`config.mk`:
```
export PLATFORM = sky130hd
export DESIGN_NAME = cl_ocl_axil_mstr
export DESIGN_NICKNAME = d
export VERILOG_FILES = /design/src/rtl/cl_ocl_axil_mstr.sv
export SDC_FILE = /design/constraint.sdc
export NUM_CORES = 1
export LEC_CHECK = 0
export CAP_MARGIN = 10
export CORE_MARGIN = 5
export CORE_UTILIZATION = 44
export DETAILED_ROUTE_END_ITERATION = 16
export PLACE_DENSITY = 0.95
export SLEW_MARGIN = 0
export SYNTH_ARGS = -nofsm -noshare
export SYNTH_HDL_FRONTEND = slang
export SYNTH_SLANG_ARGS = --single-unit
```
`constraint.sdc`:
```
create_clock -name clk_main_a0 -period 5.05 [get_ports clk_main_a0]
set_clock_uncertainty 0.15 [all_clocks]
set_input_delay 0.7575 -clock clk_main_a0 [delete_from_list [all_inputs] [get_ports clk_main_a0]]
set_output_delay 0.7575 -clock clk_main_a0 [all_outputs]
set_load 0.005 [all_outputs]
```
`src/rtl/cl_ocl_axil_mstr.sv`:
```
// Single-outstanding AXI4-Lite master for the CL.
// A command/response handshake becomes one AXI-L write (AW+W->B) or read
// (AR->R). A watchdog reports a hung slave with a synthetic response while
// the bus side keeps obeying AXI and silently absorbs the late B/R.
module cl_ocl_axil_mstr #(
    parameter int unsigned TIMEOUT_CYCLES = 1024,
    parameter logic [1:0]  TO_RESP        = 2'b10
) (
    input  logic        clk_main_a0,
    input  logic        rst_main,
    input  logic        cmd_valid,
    output logic        cmd_ready,
    input  logic        cmd_wr,
    input  logic [31:0] cmd_addr,
    input  logic [31:0] cmd_wdata,
    input  logic [3:0]  cmd_wstrb,
    output logic        rsp_valid,
    input  logic        rsp_ready,
    output logic [31:0] rsp_rdata,
    output logic [1:0]  rsp_resp,
    output logic        rsp_timeout,
    output logic        busy,
    output logic [31:0] m_axi_awaddr,
    output logic        m_axi_awvalid,
    input  logic        m_axi_awready,
    output logic [31:0] m_axi_wdata,
    output logic [3:0]  m_axi_wstrb,
    output logic        m_axi_wvalid,
    input  logic        m_axi_wready,
    input  logic [1:0]  m_axi_bresp,
    input  logic        m_axi_bvalid,
    output logic        m_axi_bready,
    output logic [31:0] m_axi_araddr,
    output logic        m_axi_arvalid,
    input  logic        m_axi_arready,
    input  logic [31:0] m_axi_rdata,
    input  logic [1:0]  m_axi_rresp,
    input  logic        m_axi_rvalid,
    output logic        m_axi_rready
);

    typedef enum logic [2:0] {
        ST_IDLE = 3'd0,
        ST_WR   = 3'd1,
        ST_WB   = 3'd2,
        ST_RD   = 3'd3,
        ST_RR   = 3'd4,
        ST_RSP  = 3'd5
    } state_t;

    localparam logic [15:0] TO_LIM = 16'(TIMEOUT_CYCLES);
    localparam logic        TO_EN  = (TIMEOUT_CYCLES != 0);

    state_t      state_r;
    state_t      state_nxt_s;
    logic [31:0] addr_r;
    logic [31:0] wdata_r;
    logic [3:0]  wstrb_r;
    logic        aw_done_r;
    logic        w_done_r;
    logic [15:0] cnt_r;
    logic        to_r;        // watchdog response already issued for this command
    logic        rsp_done_r;  // watchdog response already consumed
    logic        rsp_valid_r;
    logic [31:0] rsp_rdata_r;
    logic [1:0]  rsp_resp_r;
    logic        rsp_timeout_r;

    logic accept_s, aw_hs_s, w_hs_s, b_hs_s, r_hs_s, rsp_hs_s, bus_st_s, to_fire_s;

    assign cmd_ready     = (state_r == ST_IDLE);
    assign busy          = (state_r != ST_IDLE);
    assign m_axi_awaddr  = addr_r;
    assign m_axi_araddr  = addr_r;
    assign m_axi_wdata   = wdata_r;
    assign m_axi_wstrb   = wstrb_r;
    assign m_axi_awvalid = (state_r == ST_WR) && !aw_done_r;
    assign m_axi_wvalid  = (state_r == ST_WR) && !w_done_r;
    assign m_axi_bready  = (state_r == ST_WB);
    assign m_axi_arvalid = (state_r == ST_RD);
    assign m_axi_rready  = (state_r == ST_RR);
    assign rsp_valid     = rsp_valid_r;
    assign rsp_rdata     = rsp_rdata_r;
    assign rsp_resp      = rsp_resp_r;
    assign rsp_timeout   = rsp_timeout_r;

    assign accept_s = cmd_ready && cmd_valid;
    assign aw_hs_s  = m_axi_awvalid && m_axi_awready;
    assign w_hs_s   = m_axi_wvalid && m_axi_wready;
    assign b_hs_s   = m_axi_bready && m_axi_bvalid;
    assign r_hs_s   = m_axi_rready && m_axi_rvalid;
    assign rsp_hs_s = rsp_valid_r && rsp_ready;
    assign bus_st_s = (state_r == ST_WR) || (state_r == ST_WB) ||
                      (state_r == ST_RD) || (state_r == ST_RR);
    // A bus response in the same cycle always beats the watchdog.
    assign to_fire_s = TO_EN && bus_st_s && !to_r && !b_hs_s && !r_hs_s &&
                       (cnt_r == (TO_LIM - 16'd1));

    // State register.
    always_ff @(posedge clk_main_a0) begin
        if (rst_main) begin
            state_r <= ST_IDLE;
        end else begin
            state_r <= state_nxt_s;
        end
    end

    // Next-state logic; after a watchdog response, a late B/R ends the command
    // directly once that response has been (or is being) consumed.
    always_comb begin
        state_nxt_s = state_r;
        case (state_r)
            ST_IDLE: begin
                if (cmd_valid) begin
                    state_nxt_s = cmd_wr ? ST_WR : ST_RD;
                end else begin
                    state_nxt_s = ST_IDLE;
                end
            end
            ST_WR: begin
                if ((aw_done_r || m_axi_awready) && (w_done_r || m_axi_wready)) begin
                    state_nxt_s = ST_WB;
                end else begin
                    state_nxt_s = ST_WR;
                end
            end
            ST_RD: begin
                if (m_axi_arready) begin
                    state_nxt_s = ST_RR;
                end else begin
                    state_nxt_s = ST_RD;
                end
            end
            ST_WB, ST_RR: begin
                if (b_hs_s || r_hs_s) begin
                    if (to_r && (rsp_done_r || rsp_hs_s)) begin
                        state_nxt_s = ST_IDLE;
                    end else begin
                        state_nxt_s = ST_RSP;
                    end
                end else begin
                    state_nxt_s = state_r;
                end
            end
            ST_RSP: begin
                if (rsp_hs_s) begin
                    state_nxt_s = ST_IDLE;
                end else begin
                    state_nxt_s = ST_RSP;
                end
            end
            default: state_nxt_s = ST_IDLE;
        endcase
    end

    // Command capture, per-channel handshake tracking and watchdog counter.
    always_ff @(posedge clk_main_a0) begin
        if (rst_main) begin
            addr_r     <= 32'd0;
            wdata_r    <= 32'd0;
            wstrb_r    <= 4'd0;
            aw_done_r  <= 1'b0;
            w_done_r   <= 1'b0;
            cnt_r      <= 16'd0;
            to_r       <= 1'b0;
            rsp_done_r <= 1'b0;
        end else if (accept_s) begin
            addr_r     <= cmd_addr;
            wdata_r    <= cmd_wdata;
            wstrb_r    <= cmd_wstrb;
            aw_done_r  <= 1'b0;
            w_done_r   <= 1'b0;
            cnt_r      <= 16'd0;
            to_r       <= 1'b0;
            rsp_done_r <= 1'b0;
        end else begin
            if (aw_hs_s) aw_done_r <= 1'b1;
            if (w_hs_s)  w_done_r  <= 1'b1;
            if (bus_st_s && (cnt_r != 16'hFFFF) && !(TO_EN && (cnt_r == TO_LIM))) begin
                cnt_r <= cnt_r + 16'd1;
            end
            if (to_fire_s) to_r <= 1'b1;
            if (rsp_hs_s && to_r) rsp_done_r <= 1'b1;
        end
    end

    // Response register: bus response, watchdog response, or hold until consumed.
    always_ff @(posedge clk_main_a0) begin
        if (rst_main) begin
            rsp_valid_r   <= 1'b0;
            rsp_rdata_r   <= 32'd0;
            rsp_resp_r    <= 2'b00;
            rsp_timeout_r <= 1'b0;
        end else if (b_hs_s && !to_r) begin
            rsp_valid_r   <= 1'b1;
            rsp_rdata_r   <= 32'd0;
            rsp_resp_r    <= m_axi_bresp;
            rsp_timeout_r <= 1'b0;
        end else if (r_hs_s && !to_r) begin
            rsp_valid_r   <= 1'b1;
            rsp_rdata_r   <= m_axi_rdata;
            rsp_resp_r    <= m_axi_rresp;
            rsp_timeout_r <= 1'b0;
        end else if (to_fire_s) begin
            rsp_valid_r   <= 1'b1;
            rsp_rdata_r   <= 32'd0;
            rsp_resp_r    <= TO_RESP;
            rsp_timeout_r <= 1'b1;
        end else if (rsp_hs_s) begin
            rsp_valid_r   <= 1'b0;
        end
    end

endmodule
```
==> impl_metrics.csv <==
group,metric,value,unit
worst_setup_path,slowest_stage,"clkdlybuf4s50_1",
synthesis,ys_seq_area_frac,0.489,
global_routing,grt_usage,0.241,
synthesis,ys_ff_latch,127,
floorplan,die_w,119,um
worst_setup_path,cp.buffers_inverters,2,
clock_network,post_cts_resized,0,
sta,holdWs,302,ps
drt,totalWireLength,17100,um
floorplan,die_y,119,um
synthesis,syn-cell-area,5200,sq um
drt,drc,0,
sta,slew_viol_final,0,
power,power.density,440,nW/um^2
synthesis,yosysUniqueCellTypes,44,
global_routing,grt_pass1_wl,27400,um
synthesis,yosysMostFrequentCell,"nand2_1",
sta,grt_setup_unrepaired,"no",
global_routing,grt_max_degree,78,
synthesis,synth_ff_type,"dfxtp_1",
cells_and_area,nNetsFinal,988,
floorplan,core,11500,sq um
synthesis,synth_top_area_share,0.489,
clock_network,worstSkewPairLatency,410,ps
worst_setup_path,cp_slowest_stage_delay,560,ps
floorplan,initial_core_util,0.452,
clock_network,cts_buffers,17,
worst_setup_path,critical-path-top-delay-family,"buffers and inverters",
clock_network,clkTransAtPathRegs,50,ps
drt,drt-pass1-iter-count,5,
worst_setup_path,r2r_start,"state_r[0]",
drt,ant_nets,0,
synthesis,yosysTopAreaCell,"dfxtp_1",
global_routing,grt_pass1_vias,5418,
power,vdd_ir_drop_max,0.302,mV
sta,min_period,2950,ps
drt,drt_iter0_drc,323,
sta,slew_headroom,0.256,
cells_and_area,drive_gt1_frac,0.0464,
floorplan,die_area,14100,sq um
drt,vias,5420,
clock_network,ctsHoldBuffers,0,
clock_network,cts_tree,"done",
power,total_power,3.59,mW
worst_setup_path,worstPathMaxFanout,12,
place,dp_cells,996,
cells_and_area,final_cells,1026,
sta,fin_tns_setup,0,ps
place,dp_hpwl,12100,um
clock_network,cts_buffer_depth,2,
synthesis,synth_area_per_cell,7.81,sq um
synthesis,async_flop_share,0,
worst_setup_path,critPathCaptureType,"output pin",
synthesis,yosys_warnings,0,
drt,vias_per_cell,5.28,
synthesis,synth_enable_flop_cells,0,
worst_setup_path,critPathArrivalTime,2040,ps
worst_setup_path,cp_cell_sequence,"nor2b_1, nand2_1, inv_1, clkdlybuf4s50_1",
worst_setup_path,r2r_slack,2350,ps
worst_setup_path,required,4140,ps
power,p_leak,2.89,nW
place,portBuffers,256,
cells_and_area,area_growth_syn_to_layout,56.7,%
worst_setup_path,startpoint_type,"flop",
synthesis,syn_inst,666,
synthesis,syn-num-nets,782,
run_status,outcome,"finished clean",
sta,finalHoldViolCount,0,
cells_and_area,n_antenna_cell,0,
job,drv_cap,0,
min_path,hp-class,"reg -> reg",
clock_network,clockRootBuffer,"clkbuf_16",
drt,wl_per_cell,16.6,um
worst_setup_path,critPathKind,"reg -> out",
sta,max_freq,340,MHz
floorplan,top_level_ports,257,
clock_network,cts_num_sinks,127,
clock_network,cts_setup_buffers,0,
synthesis,synthTopCellsByCount,"nand2_1 (183), dfxtp_1 (127), a21oi_1 (123), nand3_1 (43), clkbuf_1 (36)",
sta,setup_viol_count_final,0,
cells_and_area,nFillCells,851,
sta,worstMarginPinSlew,1110,ps
place,place_congestion,0.859,
synthesis,synth_area_leaders,"dfxtp_1 (49%), nand2_1 (13%), a21oi_1 (12%)",
min_path,hold_start,"m_axi_wstrb[3]",
worst_setup_path,cp-startpoint,"state_r[1]",
global_routing,antenna_found_initial,3,
global_routing,overflow,0,
floorplan,rows,39,
sta,timing.final.crit_share,0.583,
clock_network,cts-htree-levels,4,
-- power by group --
part           leakage (nW)  switching [mW]  total [mW]  internal [mW]
Combinational          1.57           0.529        1.09          0.565
Sequential             1.03           0.121        1.27           1.15
Clock                 0.286           0.415        1.22          0.807
-- cells in the final DEF (no fill, tap or decap), drive strengths merged, types with 11 or more instances in the layout --
| cell | count |
|---|---|
| nor2 | 15 |
| dfxtp | 127 |
| clkbuf | 24 |
| o21ai | 16 |
| nand3 | 43 |
| inv | 11 |
| a21oi | 123 |
| or3 | 11 |
| nand2 | 183 |
| clkdlybuf4s50 | 255 |
-- per-layer routing --
layer / track usage / vias up / part of all wire
met4: 0.0999 / 6 / 0.028
met2: 0.415 / 229 / 0.50
met5: 0 / - / 0.0028
met1: 0.257 / 2504 / 0.37
met3: 0.106 / 42 / 0.10
li1: - / 2639 / -
-- cell families (layout without fill, tap and decap cells) --
logic type               count (synthesis)  after routing  synth area share
multiplexers                             2              2           0.00385
XOR/XNOR                                 1              1           0.00168
AND/OR/NAND/NOR                        293            293             0.254
AO/OA/AOI/OAI                          156            156             0.159
buffers and inverters                   85            302            0.0878
adder cells (fa/ha/maj)                  2              2           0.00481
flip-flops                             127            127             0.489
-- layout make-up --
class / instances / area [sq um] / share of cell area
Timing Repair Buffer: 261 / 2590 / 0.318
Tap cell: 143 / 179 / 0.0219
Sequential cell: 127 / 2540 / 0.312
Clock buffer: 24 / 482 / 0.0591
Multi-Input combinational cell: 454 / 2210 / 0.271
Inverter: 11 / 41.3 / 0.00506
Clock inverter: 6 / 108 / 0.0132
-- metrics by stage --
stage / area [sq um] / setup WS, ps / util
after floorplan: 5200 / 2770 / -
after global placement: 7570 / 2170 / 0.657
after detailed placement: 7570 / 2120 / 0.657
after CTS: 8160 / 2090 / 0.708
after global routing: 8160 / 1970 / 0.708
final: 8160 / 2100 / 0.708
-- registers in the layout (all words and copies together) (netlist names) --
register,cells
aw_done_r,1
cnt_r,16
m_axi_araddr,32
m_axi_wdata,32
m_axi_wstrb,4
rsp_done_r,1
rsp_rdata,32
rsp_resp,2
rsp_timeout,1
rsp_valid,1
state_r,3
to_r,1
w_done_r,1
-- worst register-to-register path, cell delays in order, from the launching register on --
cell and delay, ps:
dfxtp_1 440, or3_1 480, inv_1 140, and2_2 670
buf_4 460, nand2_1 140, a21oi_1 140
-- path summary, 6_finish.rpt --
check,endpoint,cells after the start
worst min register to register,m_axi_wstrb[3],2
worst min-delay path,m_axi_wstrb[3],2
worst max-delay path,m_axi_arvalid,4
worst max register to register,m_axi_araddr[6],6
No activity file was read; power rests on OpenSTA's default activity.
